$ cat src/rtl/pwm_deadtime_gen_pkg.sv
// Shared definitions for the dead-time PWM modulator.
//   PERIOD_DEF / DEAD_DEF : default carrier half-period and dead-time (clk cycles)
//   dir_e                 : carrier ramp direction
//   cmd_t                 : signed 32-bit duty command type
//   clamp_val / clamp_hit : saturate a 33-bit signed sum into [0, hi]
package pwm_pkg;

    localparam int unsigned PERIOD_DEF = 500;
    localparam int unsigned DEAD_DEF   = 8;

    typedef enum logic {DIR_UP, DIR_DOWN} dir_e;

    typedef logic signed [31:0] cmd_t;

    // Clamped value of v into [0, hi].
    function automatic logic [31:0] clamp_val(input logic signed [32:0] v,
                                              input logic [31:0] hi);
        logic signed [32:0] hi_s;
        logic [31:0]        r;
        hi_s = $signed({1'b0, hi});
        if (v < 33'sd0) begin
            r = '0;
        end else if (v > hi_s) begin
            r = hi;
        end else begin
            r = v[31:0];
        end
        return r;
    endfunction

    // High when clamp_val(v, hi) had to saturate.
    function automatic logic clamp_hit(input logic signed [32:0] v,
                                       input logic [31:0] hi);
        logic signed [32:0] hi_s;
        hi_s = $signed({1'b0, hi});
        return (v < 33'sd0) || (v > hi_s);
    endfunction

endpackage

$ cat src/rtl/pwm_deadtime_gen_if.sv
// Bus between the PID controller and the PWM modulator.
//   en, expect_pwm                                      : controller -> modulator
//   pwm_h, pwm_l, sample_strobe, period_start, sat      : modulator -> controller/bridge
interface pwm_deadtime_gen_if;
    import pwm_pkg::*;

    logic en;
    cmd_t expect_pwm;
    logic pwm_h;
    logic pwm_l;
    logic sample_strobe;
    logic period_start;
    logic sat;

    modport master (
        output en,
        output expect_pwm,
        input  pwm_h,
        input  pwm_l,
        input  sample_strobe,
        input  period_start,
        input  sat
    );

    modport slave (
        input  en,
        input  expect_pwm,
        output pwm_h,
        output pwm_l,
        output sample_strobe,
        output period_start,
        output sat
    );

endinterface

$ cat src/rtl/pwm_deadtime_gen_dead_band_leg.sv
// One gate-drive leg with turn-on delay.
//   clk, rst_n : clock, async active-low reset
//   clr        : synchronous clear (modulator disabled)
//   src        : requested leg state
//   drive      : gated leg drive; falls 1 cycle after src, rises only after src has
//                been high for DEAD cycles (DEAD+1 latency), short pulses are dropped
module dead_band_leg #(
    parameter int unsigned DEAD = 8,
    parameter int unsigned DT_W = 4
) (
    input  logic clk,
    input  logic rst_n,
    input  logic clr,
    input  logic src,
    output logic drive
);

    logic [DT_W-1:0] run_q, run_d;
    logic            drive_q, drive_d;

    // run_q counts consecutive high cycles of src and saturates at DEAD.
    always_comb begin
        run_d   = run_q;
        drive_d = 1'b0;
        if (clr || !src) begin
            run_d = '0;
        end else if (run_q == DT_W'(DEAD)) begin
            drive_d = 1'b1;
        end else begin
            run_d = run_q + DT_W'(1);
        end
    end

    always_ff @(posedge clk or negedge rst_n) begin
        if (!rst_n) begin
            run_q   <= '0;
            drive_q <= 1'b0;
        end else begin
            run_q   <= run_d;
            drive_q <= drive_d;
        end
    end

    assign drive = drive_q;

endmodule

$ cat src/rtl/pwm_deadtime_gen.sv
// Center-aligned PWM with double-buffered duty and dead-time protected outputs.
//   clk, rst_n : clock, async active-low reset
//   bus        : slave side of pwm_deadtime_gen_if
//                en            modulator enable (low parks the carrier, outputs off)
//                expect_pwm    signed duty command, 0 = mid-scale, sampled at the valley
//                pwm_h/pwm_l   complementary gate drives
//                sample_strobe one-cycle pulse after the carrier peak
//                period_start  one-cycle pulse after the shadow compare loads
//                sat           last loaded command was clamped
module pwm_deadtime_gen
    import pwm_pkg::*;
#(
    parameter int unsigned PERIOD = PERIOD_DEF,
    parameter int unsigned DEAD   = DEAD_DEF,
    parameter int unsigned CNT_W  = 10,
    parameter int unsigned DT_W   = 4
) (
    input logic               clk,
    input logic               rst_n,
    pwm_deadtime_gen_if.slave bus
);

    logic [CNT_W-1:0]   cnt_q, cnt_d;
    dir_e               dir_q, dir_d;
    logic [CNT_W-1:0]   cmp_q, cmp_d;
    logic               sat_q, sat_d;
    logic               strobe_q, strobe_d;
    logic               pstart_q, pstart_d;
    logic signed [32:0] sum;
    logic               at_valley, at_peak;
    logic               raw, raw_n;
    logic               drive_h, drive_l;

    // 33-bit signed so that +/-2^31 commands cannot wrap before clamping.
    assign sum       = $signed({1'b0, 32'(PERIOD / 2)})
                     + $signed({bus.expect_pwm[31], bus.expect_pwm});
    assign at_valley = (cnt_q == '0);
    assign at_peak   = (cnt_q == CNT_W'(PERIOD)) && (dir_q == DIR_UP);

    // Triangle carrier; disabling parks it at the valley, ramping up.
    always_comb begin
        cnt_d = cnt_q;
        dir_d = dir_q;
        if (!bus.en) begin
            cnt_d = '0;
            dir_d = DIR_UP;
        end else begin
            unique case (dir_q)
                DIR_UP: begin
                    if (cnt_q == CNT_W'(PERIOD)) begin
                        cnt_d = CNT_W'(PERIOD - 1);
                        dir_d = DIR_DOWN;
                    end else begin
                        cnt_d = cnt_q + CNT_W'(1);
                    end
                end
                DIR_DOWN: begin
                    if (at_valley) begin
                        cnt_d = CNT_W'(1);
                        dir_d = DIR_UP;
                    end else begin
                        cnt_d = cnt_q - CNT_W'(1);
                    end
                end
                default: begin
                    cnt_d = '0;
                    dir_d = DIR_UP;
                end
            endcase
        end
    end

    // Shadow compare load at the valley and the two strobes.
    always_comb begin
        cmp_d    = cmp_q;
        sat_d    = sat_q;
        pstart_d = 1'b0;
        strobe_d = bus.en && at_peak;
        if (bus.en && at_valley) begin
            cmp_d    = CNT_W'(clamp_val(sum, 32'(PERIOD)));
            sat_d    = clamp_hit(sum, 32'(PERIOD));
            pstart_d = 1'b1;
        end
    end

    always_ff @(posedge clk or negedge rst_n) begin
        if (!rst_n) begin
            cnt_q    <= '0;
            dir_q    <= DIR_UP;
            cmp_q    <= CNT_W'(PERIOD / 2);
            sat_q    <= 1'b0;
            strobe_q <= 1'b0;
            pstart_q <= 1'b0;
        end else begin
            cnt_q    <= cnt_d;
            dir_q    <= dir_d;
            cmp_q    <= cmp_d;
            sat_q    <= sat_d;
            strobe_q <= strobe_d;
            pstart_q <= pstart_d;
        end
    end

    // Full-scale compare must hold the high side on through the peak as well.
    assign raw   = (cmp_q == CNT_W'(PERIOD)) ? 1'b1 : (cnt_q < cmp_q);
    assign raw_n = ~raw;

    dead_band_leg #(
        .DEAD (DEAD),
        .DT_W (DT_W)
    ) u_leg_h (
        .clk   (clk),
        .rst_n (rst_n),
        .clr   (~bus.en),
        .src   (raw),
        .drive (drive_h)
    );

    dead_band_leg #(
        .DEAD (DEAD),
        .DT_W (DT_W)
    ) u_leg_l (
        .clk   (clk),
        .rst_n (rst_n),
        .clr   (~bus.en),
        .src   (raw_n),
        .drive (drive_l)
    );

    assign bus.pwm_h         = drive_h;
    assign bus.pwm_l         = drive_l;
    assign bus.sample_strobe = strobe_q;
    assign bus.period_start  = pstart_q;
    assign bus.sat           = sat_q;

endmodule

$ cat src/flat_wrapper.sv
// flat-port wrapper written by rule: the top's interface ports become plain ports
module pwm_deadtime_gen_flat import pwm_pkg::*;
#(
    parameter int unsigned PERIOD = PERIOD_DEF,
    parameter int unsigned DEAD   = DEAD_DEF,
    parameter int unsigned CNT_W  = 10,
    parameter int unsigned DT_W   = 4
)
  (clk, rst_n, bus_en, bus_expect_pwm, bus_pwm_h, bus_pwm_l, bus_sample_strobe, bus_period_start, bus_sat);
  pwm_deadtime_gen_if bus_i ();
  input logic clk;
  input logic rst_n;
  input wire logic [$bits(bus_i.en)-1:0] bus_en;
  input wire logic [$bits(bus_i.expect_pwm)-1:0] bus_expect_pwm;
  output wire logic [$bits(bus_i.pwm_h)-1:0] bus_pwm_h;
  output wire logic [$bits(bus_i.pwm_l)-1:0] bus_pwm_l;
  output wire logic [$bits(bus_i.sample_strobe)-1:0] bus_sample_strobe;
  output wire logic [$bits(bus_i.period_start)-1:0] bus_period_start;
  output wire logic [$bits(bus_i.sat)-1:0] bus_sat;
  assign bus_i.en = bus_en;
  assign bus_i.expect_pwm = bus_expect_pwm;
  assign bus_pwm_h = bus_i.pwm_h;
  assign bus_pwm_l = bus_i.pwm_l;
  assign bus_sample_strobe = bus_i.sample_strobe;
  assign bus_period_start = bus_i.period_start;
  assign bus_sat = bus_i.sat;
  pwm_deadtime_gen #(.PERIOD(PERIOD), .DEAD(DEAD), .CNT_W(CNT_W), .DT_W(DT_W)) u_core (.clk(clk), .rst_n(rst_n), .bus(bus_i));
endmodule
$ cat config.mk
export PLATFORM = sky130hd
export DESIGN_NAME = pwm_deadtime_gen_flat
export DESIGN_NICKNAME = d
export VERILOG_FILES = /design/src/rtl/pwm_deadtime_gen_pkg.sv /design/src/rtl/pwm_deadtime_gen_if.sv /design/src/rtl/pwm_deadtime_gen_dead_band_leg.sv /design/src/rtl/pwm_deadtime_gen.sv /design/src/flat_wrapper.sv
export SDC_FILE = /design/constraint.sdc
export NUM_CORES = 1
export LEC_CHECK = 0
export CAP_MARGIN = 5
export CORE_ASPECT_RATIO = 0.5
export CORE_UTILIZATION = 50
export CTS_CLUSTER_DIAMETER = 50
export DETAILED_ROUTE_END_ITERATION = 7
export PLACE_DENSITY = 0.77
export SYNTH_ARGS = -nofsm -noshare
export SYNTH_HDL_FRONTEND = slang
export SYNTH_SLANG_ARGS = --single-unit
$ cat constraint.sdc
create_clock -name clk -period 2.3 [get_ports clk]
set_clock_uncertainty 0.15 [all_clocks]
set_input_delay 0.23 -clock clk [delete_from_list [all_inputs] [get_ports clk]]
set_output_delay 0.23 -clock clk [all_outputs]
set_load 0.005 [all_outputs]
* Yosys cells after proc, flatten, opt, wreduce, memory -nomap -nowiden
Cells that the tools add are included.
** Word-level totals
- Bits in registers :: 34
- Latch bits :: 0
- Memory bits (writable) :: 0
- ROM bits :: 0
- Bits of input ports :: 35
- Output and inout port bits :: 5
- Word-level logic and storage cells :: 54
- Memories :: 0
** Operators by class
- $add $sub $neg :: 5
- Multipliers :: 0
- Div/mod/pow operators :: 0
- $lt $le $gt $ge :: 3
- Equal/unequal tests :: 6
- Shifts and indexed selects :: 0
- Mux-type cells :: 20
- Bitwise gates (word level) :: 2
- Reduce and logical (&&, ||, !) cells :: 8
** Operator list (number)
- $mux 10 :: 5
- $add 9x32->33 const A :: 1
- $gt 33x10->1 const B :: 1
- $lt 33x1->1 const B :: 1
- $eq 10x9->1 const B :: 2
- $pmux 10 s2 :: 1
- $mux 4 :: 4
- $add 10x1->10 const B :: 1
- $logic_not 10->1 :: 1
- $lt 10x10->1 :: 1
- $sub 10x1->10 const B :: 1
- $mux 1 :: 9
- $add 4x1->4 const B :: 2
- $eq 4x4->1 const B :: 2
- $ne 2x2->1 const B :: 2
- $logic_and 1x1->1 :: 3
- $logic_or 1x1->1 :: 3
- $not 1->1 :: 2
- $pmux 1 s2 :: 1
- $logic_not 1->1 :: 1

* Longest topological paths before layout
Gate-level depths: netlist (run 1).
- Word-level depth :: 5
- Mapped depth :: 11
- Mapped depth without buffers :: 8

* Modules after synthesis
A second synthesis (run 1) with hierarchy kept.
** Unflattened totals
- Cell total of the unflattened synthesis :: 338
- Area total of the unflattened synthesis :: 2886.5 um^2
** Modules (own cells, without submodules)
- pwm_deadtime_gen :: instances 1, cells an instance 294, area each 2386.0 um^2, seq. area each 608.1 um^2
- dead_band_leg :: instances 2, cells an instance 22, area each 250.2 um^2, seq. area each 125.1 um^2

* Least setup slack after synthesis (run 1)
OpenSTA, ideal clock, no wires.
- Path type :: input to register
- From :: input port bus_expect_pwm[4]
- To :: register u_core.cmp_q[0]
- Library setup time :: 0.066 ns
- Arrival time :: 2.799 ns
- Required time :: 2.084 ns
- Setup slack :: -0.715 ns
- Stages on the path :: 11
- Path buffers :: 4
- Cells stage by stage :: buf_6 or4_1 buf_2 or2_1 buf_6 o2bb2ai_2 a2111o_1 or4_1 buf_2 nor4b_4 a31o_1
** Between the ends
- Word-level cells in the longest chain between the ends :: 4
- Elaborated cells between the ends (all ways) :: 5
- Those cells by class :: add/sub: 1; order compare: 2; mux: 2
** RTL lines
- start, declared :: RTL line flat_wrapper.sv:14 : input wire logic [$bits(bus_i.expect_pwm)-1:0] bus_expect_pwm;
- $add 9x32->33 * :: RTL line pwm_deadtime_gen.sv:36 : + $signed({bus.expect_pwm[31], bus.expect_pwm});
- $gt 33x10->1 :: RTL line pwm_deadtime_gen_pkg.sv:23 : end else if (v > hi_s) begin
- $mux 10 :: RTL line pwm_deadtime_gen_pkg.sv:23
- $mux 10 * :: RTL line pwm_deadtime_gen_pkg.sv:21 : if (v < 33'sd0) begin
- end signal, assigned :: RTL line pwm_deadtime_gen.sv:90 : cmp_q <= CNT_W'(PERIOD / 2);
- end signal, assigned :: RTL line pwm_deadtime_gen.sv:97 : cmp_q <= cmp_d;
- end, declared :: RTL line pwm_deadtime_gen.sv:25 : logic [CNT_W-1:0] cmp_q, cmp_d;
Mark *: on every way between the ends. The rest lies on a longest branch, timed or not.
A chain may end at the register's enable or synchronous reset.

* Worst setup path after layout (run 1)
- From :: input port bus_expect_pwm[6]
- To :: register u_core.cmp_q[4]
Same word-level chain as after synthesis.

==> results of run 1 <==
==> through the flow <==
stage | std cells | power, mW | area, um^2 | TNS [ps]
3_5_place_dp | 502 | 1.23 | 3700 | -11890
4_1_cts | 519 | 1.65 | 3920 | -2980
2_1_floorplan | 337 | 0.974 | 2780 | -6330
6_report | 525 | 1.68 | 4070 | -3740
3_3_place_gp | 502 | 1.20 | 3700 | -10320
5_1_grt | 525 | 1.78 | 4070 | -4450
==> metal layers <==
layer / global-route usage (%) / wire length [um]
met1: 31.6 / 3340
met2: 58.3 / 4220
met3: 5.60 / 407
met4: 9.82 / 234
met5: 0 / 0
==> state kept, by name, summed over array words and instances (netlist names) <==
name	cells
u_core.bus.sample_strobe	1
u_core.u_leg_l.run_q	4
u_core.dir_q	1
u_core.u_leg_h.drive	1
u_core.u_leg_h.run_q	4
u_core.cmp_q	10
u_core.bus.period_start	1
u_core.u_leg_l.drive	1
u_core.bus.sat	1
u_core.cnt_q	10
==> kinds of logic after synthesis <==
group / Yosys count
adders and majority gates: 17
and+or+nand+nor: 153
muxes: 3
AOI/OAI and AO/OA: 75
DFF: 34
xor gates and xnor gates: 19
buffers and inverters: 36
==> final timing paths <==
kind / startpoint / end / slack [ps]
setup reg to reg: u_core.cmp_q[1] / u_core.u_leg_l.drive / 80
hold reg to reg: u_core.cmp_q[4] / u_core.cmp_q[4] / 370
max in group asynchronous: rst_n / u_core.cmp_q[6] / 1460
min in group clk: bus_expect_pwm[1] / u_core.cmp_q[1] / 230
setup / recovery: bus_expect_pwm[6] / u_core.cmp_q[4] / -440
hold / removal: rst_n / u_core.bus.sat / 190
==> timing repair <==
action / 4_1_cts / 5_1_grt
endpoints found under the setup margin: 10 / 15
endpoints found under the hold margin: 0 / 0
setup buffers: 10 / 5
gates cloned: 0 / 1
resized for setup: 57 / 23
pin swaps: 22 / 7
==> layout make-up <==
cell class	count	area [um^2]
inverters	22	82.6
multi-input cells	267	1920
fillers	327	1040
well taps	70	87.6
clock buffers	7	76.3
repair buffers	125	1040
flip-flops and latches	34	858
==> layout by cell type, fill, tap and decap left out, types with 3 or more instances in the layout <==
master           instances
clkdlybuf4s50_1         19
buf_6                    5
and3_1                   9
xnor2_1                 11
inv_1                   22
o22ai_1                 11
ha_1                    16
nor3b_1                  6
a31oi_1                  6
nor2_1                  29
nand2b_1                 5
dfrtp_1                 28
buf_4                   83
o21ai_0                  6
and2_1                   3
nor4_2                   3
a2111o_1                 3
a21oi_1                 11
nand2_1                 33
o21a_1                   4
nor3_1                  10
clkbuf_8                 5
o21ai_1                  3
nor4_4                   5
nand4b_1                 3
dfstp_2                  6
xor2_1                   8
nor4_1                   5
nand4_1                  7
a21o_1                   3
nand3_1                 15
dlygate4sd2_1           11
==> worst max-delay path: cells and delay by family <==
kind	cells	cell delay, ps
buffers and inverters	3	530
and+or+nand+nor	3	940
AOI/OAI and AO/OA	4	1090
==> report_power, final <==
| group | switching, mW | internal (mW) | leakage, nW |
|---|---|---|---|
| clock network | 0.199 | 0.208 | 0.0383 |
| registers | 0.0370 | 0.666 | 0.439 |
| logic | 0.288 | 0.279 | 1.32 |
| total | 0.524 | 1.15 | 1.80 |
==> run_results.csv, run 1 <==
group,metric,value,unit
floorplanning,rows,18,
yosys,synth_area_leader_cell,"dfrtp_1",
yosys,synthCells,337,
sta,maxSlewHeadroom,69.6,%
sta,slew_viol_final,0,
drt,viasPerCell,5.90,
yosys,ys_seq_area_share,31.1,%
cts,path_clk_slew,60,ps
finish,drive_gt1_share,29.0,%
sta,hold_ws,191,ps
sta,max_freq,364,MHz
drt,drtAntennaViolNets,0,
placed_design,place_congestion,0.868,
finish,nets,507,
drt,dr.pass1.iters,5,
outcome,violations,"setup timing",
worst_setup_path,crit_type,"in -> reg",
yosys,syn_avg_cell_area,8.19,um^2
worst_setup_path,slowest_delay,620,ps
global_routing,gr-total-overflow,0,
cts,cts.sinks,34,
sta,finalHoldViolCount,0,
yosys,synth_fa_ha_area_share,7.71,%
yosys,yosysMostFrequentCell,"nand2_1",
yosys,yosys.area_share.simple,29.2,%
yosys,async_reset_ff_share,100,%
yosys,synth-compound-area-share,19.3,%
finish,antenna_cells,0,
worst_setup_path,r2r_cells,9,
drt,drt_iter0_markers,108,
cts,clk_latency,290,ps
cts,numCtsBuffers,5,
worst_setup_path,end_kind,"flop",
global_routing,grt_pass1_wl,13000,um
drt,routed_wl,8200,um
global_routing,grtUsageTotal,28.8,%
cts,cts_tree,"done",
yosys,synth_cell_types,59,
worst_setup_path,cp.required,2350,ps
sta,min_period_over_period,119,%
placed_design,hpwl,5720,um
power_and_ir_drop,powerDensity,412,nW/um^2
placed_design,io_buffers,39,
yosys,synthFlopType,"dfrtp_1",
finish,syn2layout_area_growth,47.5,%
drt,vias,3099,
worst_setup_path,crit_path_max_fanout,7,
worst_setup_path,cp.arrival,2800,ps
drt,routedWlPerCell,15.6,um
sta,setup_viol,10,
sta,period_minus_slack,2740,ps
sta,setup_slack,-444,ps
yosys,synth_top_family_by_area,"simple AND/OR/NAND/NOR gates",
worst_setup_path,crit_path_cell_trace,"clkdlybuf4s15_2 > nor4_4 > buf_4 > a2111o_1 > o31a_1 > a2111o_1 > or4_4 > buf_4 > nor4_4 > o22ai_1",
cts,htree_num_levels,2,
floorplanning,die_x,107,um
cts,cts_hold_buf,0,
drt,drc,0,
floorplanning,io_pins,40,
yosys,netlist.area_leader.share,25.4,%
finish,post-route-util,79.6,%
floorplanning,core,5110,um^2
yosys,synth_edf_count,0,
floorplanning,dieArea,5840,um^2
outcome,outcome,"complete, but fails checks",
yosys,ys_top_cells_by_area,"dfrtp_1 25%, ha_1 7.7%, dfstp_2 5.7%",
hold_path,worstHoldPathType,"in -> async",
yosys,synth_seq_cells,34,
sta,worstMarginPinSlew,456,ps
yosys,synth_area,2760,um^2
global_routing,antenna_found_initial,0,
global_routing,grt_max_degree,35,
placed_design,dpl_worst_slack,-1260,ps
worst_setup_path,slowest_stage,"or4_4",
global_routing,grt_pass1_vias,2996,
cts,cts-root-buf,"clkbuf_8",
yosys,synth_mux_area_share,1.13,%
yosys,yosysWarnings,0,
yosys,synth_common_cells,"34 x nand2_1, 29 x nor2_1, 28 x dfrtp_1",
power_and_ir_drop,leakage,1.80,nW
yosys,syn_nets,389,
yosys,synth-xor-area-share,6.03,%
power_and_ir_drop,vdd_drop_max,0.280,mV
worst_setup_path,start_kind,"primary input",
cts,cts.path.max_buffers,2,
floorplanning,initial_core_util,54.0,%
sta,rsz0062_at_grt,"true",
floorplanning,die_h,54.5,um
flow_run,maxCapViolations,0,
Note: power is estimated with default switching activity, not from simulation.
==> run 2, diff against run 1 <==
Settings changed: CTS_CLUSTER_SIZE from default to 40, PLACE_DENSITY 0.77 to default, PLACE_DENSITY_LB_ADDON from default to 0.12.
==> run 2 against run 1 <==
Net effect:
- the run still ends with setup timing left
- via count shrank 2.8%
- flip-flop and latch count unchanged
- worst setup slack improved by 110 ps
- total power hardly changed
- cell count fell by 0.76%
- largest power group unchanged
==> run_results.csv, run 2 (synthesis results as in run 1) <==
group,metric,value,unit
cts,cts.path.max_buffers,2,
sta,maxSlewHeadroom,69.0,%
finish,layout_commonest_cell,"buf_4",
sta,period_minus_slack,2630,ps
worst_setup_path,start_kind,"primary input",
sta,rsz0062_at_grt,"true",
worst_setup_path,crit_path_max_fanout,7,
global_routing,grt_max_degree,35,
floorplanning,core,5110,um^2
cts,numCtsBuffers,5,
sta,setup_slack,-330,ps
drt,routed_wl,7660,um
global_routing,grt_pass1_vias,2769,
floorplanning,dieArea,5840,um^2
finish,most-common-layout-cells,"78 x buf_4, 32 x nand2_1, 29 x nor2_1",
worst_setup_path,crit_type,"in -> reg",
placed_design,placement.cell_area,3710,um^2
power_and_ir_drop,clockPowerShare,25.0,%
placed_design,dp_cells,504,
drt,dr.pass1.iters,4,
cts,cts.sinks,34,
global_routing,grtUsageTotal,26.8,%
finish,fin_area,4010,um^2
finish,antenna_cells,0,
worst_setup_path,cp.required,2380,ps
finish,nets,502,
outcome,outcome,"complete, but fails checks",
sta,setup_tns,-2620,ps
sta,hold_ws,211,ps
sta,worstMarginPinSlew,466,ps
sta,finalHoldViolCount,0,
drt,drc,0,
finish,top_regs,"u_core.cmp_q x10, u_core.cnt_q x10",
flow_run,maxCapViolations,0,
floorplanning,rows,18,
power_and_ir_drop,swShare,31.3,%
cts,cts_tree,"done",
placed_design,place_congestion,0.901,
cts,cts-root-buf,"clkbuf_8",
drt,drt_iter0_markers,88,
power_and_ir_drop,comb_power_share,33.1,%
cts,path_clk_slew,70,ps
sta,slew_viol_final,0,
power_and_ir_drop,powerDensity,419,nW/um^2
power_and_ir_drop,power,1.68,mW
drt,vias,3012,
placed_design,dpl_worst_slack,-1180,ps
floorplanning,die_x,107,um
sta,min_period_over_period,114,%
cts,htree_num_levels,2,
placed_design,hpwl,5560,um
finish,syn2layout_area_growth,45.2,%
drt,routedWlPerCell,14.7,um
power_and_ir_drop,leakage,1.78,nW
sta,setup_viol,10,
finish,drive_gt1_share,28.2,%
power_and_ir_drop,vdd_drop_max,0.257,mV
global_routing,antenna_found_initial,0,
placed_design,io_buffers,39,
outcome,violations,"setup timing",
sta,max_freq,380,MHz
cts,clk_latency,290,ps
power_and_ir_drop,p_int,1.15,mW
power_and_ir_drop,power_switching,0.525,mW
floorplanning,io_pins,40,
finish,post-route-util,78.4,%
hold_path,worstHoldPathType,"in -> async",
global_routing,gr-total-overflow,0,
finish,stdcell_count,521,
drt,drtAntennaViolNets,0,
floorplanning,die_h,54.5,um
global_routing,grt_pass1_wl,12200,um
worst_setup_path,cp.arrival,2710,ps
power_and_ir_drop,p_seq_share,41.9,%
drt,viasPerCell,5.78,
worst_setup_path,end_kind,"flop",
finish,final.fill_count,366,
floorplanning,initial_core_util,54.0,%
==> run 2: changes by cell type in the layout (fill, tap and decap cells not counted), sizes merged <==
| cell | before | now |
|---|---|---|
| buf | 90 | 87 |
| clkbuf | 7 | 8 |
| clkdlybuf4s50 | 19 | 16 |
| dlygate4sd2 | 11 | 10 |
| dlymetal6s2s | 2 | 4 |
==> run 2: final cells by class <==
class | count | area [um^2] | share of cell area (%)
multi-input cells | 267 | 1910 | 47.7
repair buffers | 120 | 987 | 24.6
flip-flops and latches | 34 | 858 | 21.4
well taps | 70 | 87.6 | 2.19
inverters | 22 | 82.6 | 2.06
clock buffers | 8 | 80.1 | 2.00
==> run 2: worst paths after layout <==
| path | startpoint | to | slack [ps] | depth (start not counted) |
|---|---|---|---|---|
| max | bus_expect_pwm[5] | u_core.cmp_q[0] | -330 | 9 |
| min reg2reg | u_core.cmp_q[9] | u_core.cmp_q[9] | 380 | 2 |
| min in group clk | bus_expect_pwm[7] | u_core.cmp_q[7] | 250 | 5 |
| min | rst_n | u_core.bus.sat | 210 | 2 |
| max reg2reg | u_core.cmp_q[5] | u_core.u_leg_h.run_q[2] | 140 | 7 |
| max in group asynchronous | rst_n | u_core.cmp_q[7] | 1460 | 2 |
==> run 2: power by group through the flow <==
| stage | combinational [mW] | clock [mW] | sequential, mW |
|---|---|---|---|
| after floorplan | 0.271 | 0 | 0.703 |
| after global placement | 0.496 | 0 | 0.709 |
| after detailed placement | 0.517 | 0 | 0.714 |
| after CTS | 0.524 | 0.428 | 0.703 |
| after global routing | 0.612 | 0.443 | 0.709 |
| final | 0.555 | 0.420 | 0.704 |
==> run 2: routing by layer <==
layer	global-route usage [%]	up-vias	wire length (um)
met5	0	-	0
met4	10.3	0	108
met3	4.76	15	337
met2	49.6	100	3740
met1	32.5	1423	3470
li1	-	1474	-
==> run 2: repair_timing <==
action                     in CTS  in global routing
hold buffers                    0                  0
hold endpoints to repair        0                  0
cloned                          0                  1
resized for setup              62                 20
buffers inserted                5                  3
pin swaps                      21                 16
setup endpoints to repair      10                 13
==> run 2: critical path: stages <==
cell	delay, ps
buf_8	100
or4_4	530
or2_4	260
buf_4	160
a41oi_1	200
a31oi_1	70
or4_4	560
nor4b_4	410
a31o_1	200
